[src/rtl/clk_diag_decode.sv]
// clk_diag_decode: CLK-module diagnostic-function receiver.
// Turns EBUS diag functions (ds code + strobe + RH data) into clock-control state.
// Ports:
//   clk, crobar_e_h        clock, synchronous active-high reset
//   ebus_ds                diag function code (7 bits, octal encoded)
//   ebus_diag_strobe       diag strobe, held >= 2 cycles per function
//   ebus_data_rh           EBUS data[18:35]; bit 0 = data35, only [3:0] (data[32:35]) used
//   a_change_coming        MBOX phase-change-coming qualifier for conditional step
//   clk_run .. diag_ack    registered clock-control outputs (see port list)
module clk_diag_decode #(
    parameter int unsigned BURST_W   = 8,
    parameter int unsigned DISABLE_W = 4
) (
    input  logic                 clk,
    input  logic                 crobar_e_h,
    input  logic [6:0]           ebus_ds,
    input  logic                 ebus_diag_strobe,
    input  logic [17:0]          ebus_data_rh,
    input  logic                 a_change_coming,
    output logic                 clk_run,
    output logic                 ebox_clk_en,
    output logic                 burst_busy,
    output logic [BURST_W-1:0]   burst_ctr,
    output logic [1:0]           clk_src,
    output logic [1:0]           clk_rate,
    output logic [DISABLE_W-1:0] ebox_clk_dis,
    output logic                 mr_reset,
    output logic                 ebox_run,
    output logic                 diag_ack
);

    localparam logic [6:0] DS_STOP_CLOCK  = 7'o000;
    localparam logic [6:0] DS_START_CLOCK = 7'o001;
    localparam logic [6:0] DS_STEP_CLOCK  = 7'o002;
    localparam logic [6:0] DS_COND_STEP   = 7'o004;
    localparam logic [6:0] DS_BURST       = 7'o005;
    localparam logic [6:0] DS_CLR_RESET   = 7'o006;
    localparam logic [6:0] DS_SET_RESET   = 7'o007;
    localparam logic [6:0] DS_CLR_RUN     = 7'o010;
    localparam logic [6:0] DS_SET_RUN     = 7'o011;
    localparam logic [6:0] DS_LOAD_RH     = 7'o042;
    localparam logic [6:0] DS_LOAD_LH     = 7'o043;
    localparam logic [6:0] DS_SRC_RATE    = 7'o044;
    localparam logic [6:0] DS_CLK_DIS     = 7'o045;

    typedef enum logic [1:0] {
        IDLE,
        STEP,
        BURST
    } state_t;

    state_t     state;
    logic       s_q;
    logic       cmd_valid;
    logic [6:0] cmd_ds;
    logic [3:0] cmd_data;
    logic       strobe_rise;
    logic       unused_data;

    assign strobe_rise = ebus_diag_strobe & ~s_q;
    assign unused_data = ^ebus_data_rh[17:4];

    // Capture on the strobe rising edge, act one cycle later; later assignments override
    // the per-state defaults so commands take priority over burst/step sequencing.
    always_ff @(posedge clk) begin
        if (crobar_e_h) begin
            state        <= IDLE;
            s_q          <= 1'b1;   // a strobe still high at reset release is not an edge
            cmd_valid    <= 1'b0;
            cmd_ds       <= 7'o000;
            cmd_data     <= 4'h0;
            clk_run      <= 1'b0;
            ebox_clk_en  <= 1'b0;
            burst_busy   <= 1'b0;
            burst_ctr    <= '0;
            clk_src      <= 2'b00;
            clk_rate     <= 2'b00;
            ebox_clk_dis <= '0;
            mr_reset     <= 1'b1;
            ebox_run     <= 1'b0;
            diag_ack     <= 1'b0;
        end else begin
            s_q       <= ebus_diag_strobe;
            cmd_valid <= strobe_rise;
            diag_ack  <= 1'b0;
            if (strobe_rise) begin
                cmd_ds   <= ebus_ds;
                cmd_data <= ebus_data_rh[3:0];
            end

            // Sequencing when no command intervenes
            case (state)
                STEP: begin
                    state       <= IDLE;
                    ebox_clk_en <= clk_run;
                end
                BURST: begin
                    if (burst_ctr == '0) begin
                        state       <= IDLE;
                        burst_busy  <= 1'b0;
                        ebox_clk_en <= clk_run;
                    end else begin
                        burst_ctr   <= burst_ctr - BURST_W'(1);
                        ebox_clk_en <= 1'b1;
                    end
                end
                default: ebox_clk_en <= clk_run;
            endcase

            if (cmd_valid) begin
                diag_ack <= 1'b1;
                case (cmd_ds)
                    DS_STOP_CLOCK, DS_START_CLOCK: begin
                        // Either one aborts a burst; the counter keeps its residual
                        clk_run     <= (cmd_ds == DS_START_CLOCK);
                        ebox_clk_en <= (cmd_ds == DS_START_CLOCK);
                        state       <= IDLE;
                        burst_busy  <= 1'b0;
                        burst_ctr   <= burst_ctr;
                    end
                    DS_STEP_CLOCK, DS_COND_STEP: begin
                        if (state == IDLE && !clk_run &&
                            (cmd_ds == DS_STEP_CLOCK || a_change_coming)) begin
                            state       <= STEP;
                            ebox_clk_en <= 1'b1;
                        end
                    end
                    DS_BURST: begin
                        // First enable cycle counts against the load value
                        if (state == IDLE && !clk_run && burst_ctr != '0) begin
                            state       <= BURST;
                            burst_busy  <= 1'b1;
                            ebox_clk_en <= 1'b1;
                            burst_ctr   <= burst_ctr - BURST_W'(1);
                        end
                    end
                    DS_CLR_RESET: mr_reset <= 1'b0;
                    DS_SET_RESET: mr_reset <= 1'b1;
                    DS_CLR_RUN:   ebox_run <= 1'b0;
                    DS_SET_RUN:   ebox_run <= 1'b1;
                    DS_LOAD_RH: begin
                        if (state != BURST) burst_ctr[3:0] <= cmd_data;
                    end
                    DS_LOAD_LH: begin
                        if (state != BURST) burst_ctr[7:4] <= cmd_data;
                    end
                    DS_SRC_RATE: begin
                        clk_src  <= cmd_data[3:2];
                        clk_rate <= cmd_data[1:0];
                    end
                    DS_CLK_DIS: ebox_clk_dis <= DISABLE_W'(cmd_data);
                    default: ;
                endcase
            end
        end
    end

endmodule

[config.mk]
export PLATFORM = sky130hd
export DESIGN_NAME = clk_diag_decode
export DESIGN_NICKNAME = d
export VERILOG_FILES = /design/src/rtl/clk_diag_decode.sv
export SDC_FILE = /design/constraint.sdc
export NUM_CORES = 1
export LEC_CHECK = 0
export CAP_MARGIN = 0
export CORE_ASPECT_RATIO = 0.75
export CORE_MARGIN = 2
export CORE_UTILIZATION = 45
export DETAILED_ROUTE_END_ITERATION = 10
export GPL_TIMING_DRIVEN = 0
export PLACE_DENSITY = 0.76
export SLEW_MARGIN = 20
export SYNTH_ARGS = -nofsm -noshare
export SYNTH_HDL_FRONTEND = slang
export SYNTH_SLANG_ARGS = --single-unit
[constraint.sdc]
create_clock -name clk -period 1.8 [get_ports clk]
set_input_delay 0.36 -clock clk [delete_from_list [all_inputs] [get_ports clk]]
set_output_delay 0.36 -clock clk [all_outputs]
set_load 0.005 [all_outputs]
==> results of run 1 <==
worst max-delay path, delay by kind of cell, from the launching register on:
family / cells / cell delay [ns]
buffers and inverters: 3 / 0.36
AND/OR/NAND/NOR: 1 / 0.21
AO/OA/AOI/OAI: 4 / 0.65
adder cells (fa/ha/maj): 1 / 0.13
flip-flops: 1 / 0.37
cells in the mapped netlist, types with 2 or more instances:
library cell and instances:
nand2_1 45, dfxtp_1 37, nor2_1 30, a21oi_1 26, o21ai_0 15, clkbuf_1 14, inv_1 10, mux2i_1 10
nand3_1 10, a211oi_1 6, ha_1 5, nor3_1 5, xnor2_1 5, nand2b_1 4, o22ai_1 4, a22oi_1 3
a32oi_1 3, buf_2 3, nand4_1 3, nor2b_1 3, a21o_1 2, a21o_2 2, a2bb2oi_1 2, a31oi_1 2
a41oi_1 2, and3_1 2, and4_1 2, o221ai_1 2, or3_1 2
how the worst max path moves through the flow:
| stage | from | to | slack [ns] | depth (start not counted) |
|---|---|---|---|---|
| after CTS | cmd_ds[6] | ebox_clk_dis[2] | -0.02 | 4 |
| final | burst_ctr[1] | burst_ctr[2] | -0.04 | 9 |
| after global routing | burst_ctr[0] | burst_ctr[7] | -0.11 | 7 |
| after floorplan | burst_ctr[2] | burst_ctr[6] | -0.04 | 7 |
| after global placement | crobar_e_h | burst_ctr[3] | -0.35 | 4 |
| after detailed placement | crobar_e_h | burst_ctr[3] | -0.33 | 4 |
cell type report:
class                   count  area, µm²
fillers                   436       1690
inverters                  11       51.3
multi-input cells         220       1530
well taps                  60       75.1
repair buffers             54        518
clock inverters             3       21.3
flip-flops and latches     37        764
clock buffers               5       68.8
plain buffers              13       73.8
kinds of logic after synthesis:
group / Yosys count / share of synthesized area, %
AOI/OAI and AO/OA: 80 / 23.8
adders and majority gates: 6 / 3.30
muxes: 10 / 4.55
xor gates and xnor gates: 5 / 1.99
DFF: 37 / 33.6
and+or+nand+nor: 119 / 27.0
buffers and inverters: 30 / 5.80
state kept, by name, summed over array words and instances, names as in the netlist:
name / cells
burst_busy: 1
burst_ctr: 8
clk_rate: 2
clk_run: 1
clk_src: 2
cmd_data: 4
cmd_ds: 7
cmd_valid: 1
diag_ack: 1
ebox_clk_dis: 4
ebox_clk_en: 1
ebox_run: 1
mr_reset: 1
s_q: 1
state: 2
cells in the final DEF (no fill, tap or decap), types with 7 or more instances in the layout:
| cell type | netlist | routed |
|---|---|---|
| nand2_1 | 45 | 43 |
| dfxtp_1 | 37 | 26 |
| a21oi_1 | 26 | 24 |
| nor2_1 | 30 | 25 |
| o21ai_0 | 15 | 12 |
| buf_4 | 1 | 15 |
| inv_1 | 10 | 8 |
| nand3_1 | 10 | 7 |
| mux2i_1 | 10 | 10 |
| clkdlybuf4s50_1 | 0 | 35 |
| dfxtp_2 | 0 | 7 |
power breakdown:
part | switching [µW] | internal, µW
combinational | 99.7 | 94.4
clock | 341 | 275
sequential | 15.0 | 825
total | 456 | 1190
through the flow:
| step | instance area (µm²) | util, % |
|---|---|---|
| global route | 3100 | 64.8 |
| detailed placement | 2660 | 55.5 |
| CTS | 2930 | 61.1 |
| floorplan | 2220 | - |
| finish | 3100 | 64.8 |
| global placement | 2660 | 55.5 |
metal layers:
| layer | vias to the layer above | routed length, µm |
|---|---|---|
| met5 | - | 0 |
| met4 | 0 | 68 |
| met3 | 9 | 513 |
| met2 | 113 | 3130 |
| met1 | 1145 | 3190 |
| li1 | 1137 | - |
timing repair:
| action | in CTS | in global routing |
|---|---|---|
| setup buffers | 13 | 6 |
| pin swaps | 9 | 19 |
| setup endpoints to repair | 17 | 18 |
| gates resized for setup | 26 | 53 |
| cloned | 0 | 1 |
==> summary.md, run 1 <==
| Metric | Value |
|---|---|
| Gr ovfl total | 0 |
| GRT busiest layer | met2 |
| Syn Nets | 321 |
| Routability cong. | 0.942 |
| Crit-path cells | inv_4, ha_4, nor3b_4, buf_12, a22oi_2, buf_4, a32oi_1, a21oi_1, a221o_2 |
| Vias in the first global route | 2153 |
| Drc violations | 0 |
| Mapped Cells | 287 |
| CTS clock-pin slew for the worst setup and hold paths | 0.08 ns |
| Failing checks | negative setup slack |
| Largest area contributor in the netlist | dfxtp_1 |
| Setup slack at placement | -0.332 ns |
| Max-slew violation count | 0 |
| Synth cell types | 57 |
| Hold path endpoint | cmd_ds[6] |
| RSZ-0062 raised after global routing | true |
| CTS hold repair buffers | 0 |
| Max-slew headroom | 61.5% |
| Initial antenna violation count | 0 |
| Vias per cell | 5.97 |
| Fin nets | 376 |
| Final wirelength | 6900 µm |
| Final worst-path setup slack | -0.0353 ns |
| FF-to-FF setup slack | -0.04 ns |
| Synth top area share | 33.6% |
| EDFF count, synth | 0 |
| Fin crit share | 102% |
| Met1 Use GR | 34.0% |
| Pre-antenna DRT Iters | 6 |
| CP Class | reg2reg |
| Post-DP HPWL | 4520 µm |
| Core Box Area | 4790 µm² |
| Dpl cells | 383 |
| Fin cells | 403 |
| I/O Buffers | 36 |
| Die area | 5470 µm² |
| Async SR Flop Fraction | 0% |
| First-pass GRT wire length | 10800 µm |
| Worst Path Arrival | 2.03 ns |
| WP data required | 1.99 ns |
| Post-synthesis sequential area ratio | 33.6% |
| Slowest-stage cell, CP | dfxtp_4 |
| Critical path fanouts, max | 7 |
| CTS tree | done |
| Synthesis-stage register bit count | 37 |
| Hold path start | cmd_ds[6] |
| Yosys warns | 0 |
| Die height | 64.6 µm |
| Number of buffers created by CTS | 5 |
| Initial Util | 46.0% |
| Met3 Track Usage GR | 7.64% |
| Nature of the critical path startpoint | flip-flop |
| Clock Latency Late Sink | 0.30 ns |
| Clock skew | 0.00734 ns |
| Count of standard-cell rows | 22 |
| Status | finished with violations |
| RR Startpoint | burst_ctr[1] |
| Peak Freq | 545 MHz |
| IO Count | 51 |
| PD cells | 532 nW/µm² |
| Final setup fails | 4 |
| Wirelength per Cell | 17.1 µm |
| DRT antenna net count | 0 |
| Max_cap viols | 0 |
| CP max stage delay | 0.37 ns |
| Worst Hold Class | reg2reg |
| Reg2Reg Depth | 9 |
| Synth top area cells | dfxtp_1 34%, nand2_1 7.7%, a21oi_1 5.9% |
| VDD IR max | 0.466 mV |
| Largest net degree at the start of global routing | 14 |
| Drt initial violations | 431 |
| Measured slew at the worst slew-check pin | 0.578 ns |
| Leakage | 0.00114 µW |
| M2 GR Usage | 38.6% |
| Hold depth | 2 |
| Vias | 2404 |
| Clock Tree Buf Depth | 2 |
| RR Endpoint | burst_ctr[2] |
| Mapped Area | 2200 µm² |
| # H-tree levels | 2 |
| Top FF cell, synth | dfxtp_1 |
| Total power | 1650 µW |
| Endpoint class of the critical path | flip-flop |
| Die width | 84.8 µm |
| TNS Setup | -0.106 ns |
| Clock root buffer master | clkbuf_8 |
| Final Hold Vio Count | 0 |
| # diodes | 0 |
| Avg Inst Size Synth | 7.67 µm² |
| GRT Resource Usage Total | 24.9% |
| Area Overhead vs Synth | 40.9% |
| Clock sink total | 37 |
| Tmin final | 1.84 ns |
| Share of layout cells above drive strength 1 | 25.1% |
| Worst hold slack | 0.501 ns |
(Power assumes the default switching activity.)
==> run 2, diff against run 1 <==
--- a/config.mk
+++ b/config.mk
@@ -5,6 +5,7 @@
 export SDC_FILE = /design/constraint.sdc
 export NUM_CORES = 1
 export LEC_CHECK = 0
+export ABC_CLOCK_PERIOD_IN_PS = 1800
 export CAP_MARGIN = 0
 export CORE_ASPECT_RATIO = 0.75
 export CORE_MARGIN = 2
==> results of run 2 <==
No change in the layout: final DEF, timing and power equal those of run 1.
==> run 3, diff against run 2 <==
--- a/config.mk
+++ b/config.mk
@@ -5,6 +5,7 @@
 export SDC_FILE = /design/constraint.sdc
 export NUM_CORES = 1
 export LEC_CHECK = 0
+export ABC_AREA = 1
 export ABC_CLOCK_PERIOD_IN_PS = 1800
 export CAP_MARGIN = 0
 export CORE_ASPECT_RATIO = 0.75
==> run 3 against run 2 <==
Critical endpoint is now burst_ctr[0]. Sequential power is 2.9% higher. Non-clock buffer count down 22. Die area is 1.6% lower. Clock skew shrank 0.0025 ns. First-iteration DRC count shrank 52%. Critical path depth rose by 2. The run now ends clean.
==> summary.md, run 3 <==
| Metric | Value |
|---|---|
| Status | finished, final reports clean |
| Vias | 2380 |
| Share of layout cells above drive strength 1 | 11.3% |
| CTS clock-pin slew for the worst setup and hold paths | 0.08 ns |
| Clock Latency Late Sink | 0.29 ns |
| IO Count | 51 |
| Hold path endpoint | burst_busy |
| Clock Tree Buf Depth | 2 |
| Met1 Use GR | 32.5% |
| Fin nets | 415 |
| # H-tree levels | 2 |
| Final setup fails | 0 |
| Clock root buffer master | clkbuf_8 |
| Crit-path cells | inv_4, ha_2, nand3_2, nor2_4, nor2_4, buf_4, nand2_1, nand3_2, nand3_1, nand2_1, a21oi_1 |
| Crit path from | burst_ctr[0] |
| Synth cell types | 28 |
| CP Class | reg2reg |
| Initial antenna violation count | 0 |
| Mapped Area | 2160 µm² |
| FF-to-FF setup slack | 0.04 ns |
| Top FF cell, synth | dfxtp_1 |
| Largest net degree at the start of global routing | 14 |
| EDFF count, synth | 0 |
| CP max stage delay | 0.38 ns |
| Most frequent cells after synthesis | 88 x nand2_1, 43 x o21ai_0, 37 x dfxtp_1 |
| Multi-input gate area | 1270 µm² |
| RR Endpoint | burst_ctr[0] |
| Nature of the critical path startpoint | flip-flop |
| Syn Nets | 370 |
| Measured slew at the worst slew-check pin | 0.483 ns |
| Area Overhead vs Synth | 29.0% |
| Met3 Track Usage GR | 5.56% |
| Drc violations | 0 |
| Worst Path Arrival | 1.98 ns |
| Final Hold Vio Count | 0 |
| Most frequent cells in the layout | 86 x nand2_1, 41 x o21ai_0, 36 x clkdlybuf4s50_1, 35 x nor2_1, 34 x dfxtp_1 |
| Initial Util | 47.6% |
| Max-slew violation count | 0 |
| GRT Resource Usage Total | 23.2% |
| I/O Buffers | 36 |
| Most instantiated library cell after synthesis | nand2_1 |
| RSZ-0062 raised after global routing | true |
| Hold path start | burst_busy |
| Largest area contributor in the netlist | dfxtp_1 |
| Top reg by flops | burst_ctr |
| FILL cells | 415 |
| Number of buffers created by CTS | 5 |
| Peak Freq | 569 MHz |
| Yosys warns | 0 |
| First-pass GRT wire length | 9980 µm |
| Die width | 84.1 µm |
| Worst hold slack | 0.496 ns |
| Final worst-path setup slack | 0.0438 ns |
| Max-slew headroom | 67.8% |
| Count of standard-cell rows | 21 |
| Critical path fanouts, max | 8 |
| PD cells | 732 nW/µm² |
| Die area | 5390 µm² |
| Tmin final | 1.76 ns |
| Reg2Reg Depth | 11 |
| Synth top area cells | dfxtp_1 34%, nand2_1 15%, o21ai_0 9.9% |
| DRT antenna net count | 0 |
| Vias per cell | 5.42 |
| Most common cell after layout, fill and taps aside | nand2_1 |
| Hold depth | 2 |
| Post-synthesis sequential area ratio | 34.2% |
| Synthesis-stage register bit count | 37 |
| Wirelength per Cell | 14.1 µm |
| Clock skew | 0.00483 ns |
| VDD IR max | 0.492 mV |
| Max_cap viols | 0 |
| Post-DP HPWL | 4350 µm |
| Synth top area share | 34.2% |
| Slowest-stage cell, CP | dfxtp_4 |
| GRT busiest layer | met2 |
| Clock sink total | 37 |
| Core Box Area | 4550 µm² |
| Final wirelength | 6210 µm |
| Pre-antenna DRT Iters | 5 |
| Max reg flops | 8 |
| M2 GR Usage | 34.0% |
| Sequential Area | 747 µm² |
| Largest registers | burst_ctr: 8 flops, cmd_ds: 7 flops |
| Endpoint class of the critical path | flip-flop |
| WP data required | 2.02 ns |
| Layout Utilization | 61.4% |
| Async SR Flop Fraction | 0% |
| Routability cong. | 0.887 |
| Fin crit share | 97.6% |
| Mapped Cells | 336 |
| Drt initial violations | 207 |
| Die height | 64.1 µm |
| Setup slack at placement | -0.212 ns |
| # diodes | 0 |
| Worst Hold Class | reg2reg |
| Vias in the first global route | 2166 |
| Leakage | 0.00119 µW |
| Gr ovfl total | 0 |
| RR Startpoint | burst_ctr[0] |
| Avg Inst Size Synth | 6.44 µm² |
| CTS tree | done |
-- run 3: worst max-delay path by stage --
stage / end / slack, ns / depth (start not counted)
finish: burst_ctr[0] / 0.04 / 11
detailed placement: cmd_ds[3] / -0.21 / 6
CTS: state[1] / 0.003 / 11
global placement: cmd_ds[6] / -0.19 / 7
global route: burst_ctr[1] / -0.01 / 12
floorplan: burst_ctr[2] / 0.17 / 11
-- run 3: cell families (layout without fill, tap and decap cells) --
kind of cell	after synthesis	count (layout)	synth area share, %
AOI/OAI and AO/OA	80	80	18.9
xor gates and xnor gates	1	1	0.405
adders and majority gates	5	5	2.89
buffers and inverters	48	94	8.67
DFF	37	37	34.2
and+or+nand+nor	165	165	34.9
-- run 3: critical path: cells and delay by family, from the launching register on --
| kind | cells | cell delay, ns |
|---|---|---|
| compound gates | 1 | 0.12 |
| fa+ha+maj | 1 | 0.20 |
| buf+inv | 2 | 0.23 |
| flops | 1 | 0.38 |
| simple gates | 7 | 0.74 |
-- run 3: power breakdown --
part / internal, µW / switching [µW] / total, µW
Clock: 558 / 330 / 888
Combinational: 114 / 177 / 291
Sequential: 839 / 25.0 / 864
Total: 1510 / 532 / 2040
-- run 3: layer usage --
metal | share of wire, % | routed length, µm
met5 | 0 | 0
met4 | 1.3 | 78
met3 | 6.8 | 421
met2 | 43 | 2700
met1 | 48 | 3010
-- run 3: timing repair --
action | CTS | global route
buffers inserted | 0 | 2
resized for setup | 3 | 18
cloned | 0 | 0
setup endpoints to repair | 11 | 25
pin swaps | 1 | 2
hold buffers | 0 | 0
-- run 3: cell type report --
type                            instances  share of cell area, %
Clock inverter                          3                   2.47
Tap cell                               57                   2.55
Multi-Input combinational cell        251                   45.4
Timing Repair Buffer                   38                   13.4
Clock buffer                            5                   2.47
Buffer                                  7                   1.21
Inverter                               41                   5.69
Sequential cell                        37                   26.8
-- run 3: stage by stage --
| stage | TNS, ns | power [µW] | instances | instance area, µm² |
|---|---|---|---|---|
| 2_1_floorplan | 0 | 1060 | 336 | 2160 |
| 4_1_cts | 0 | 2030 | 437 | 2740 |
| 5_1_grt | -0.0161 | 2120 | 439 | 2790 |
| 3_5_place_dp | -2.73 | 1150 | 429 | 2600 |
| 6_report | 0 | 2040 | 439 | 2790 |
| 3_3_place_gp | -2.07 | 1140 | 429 | 2600 |
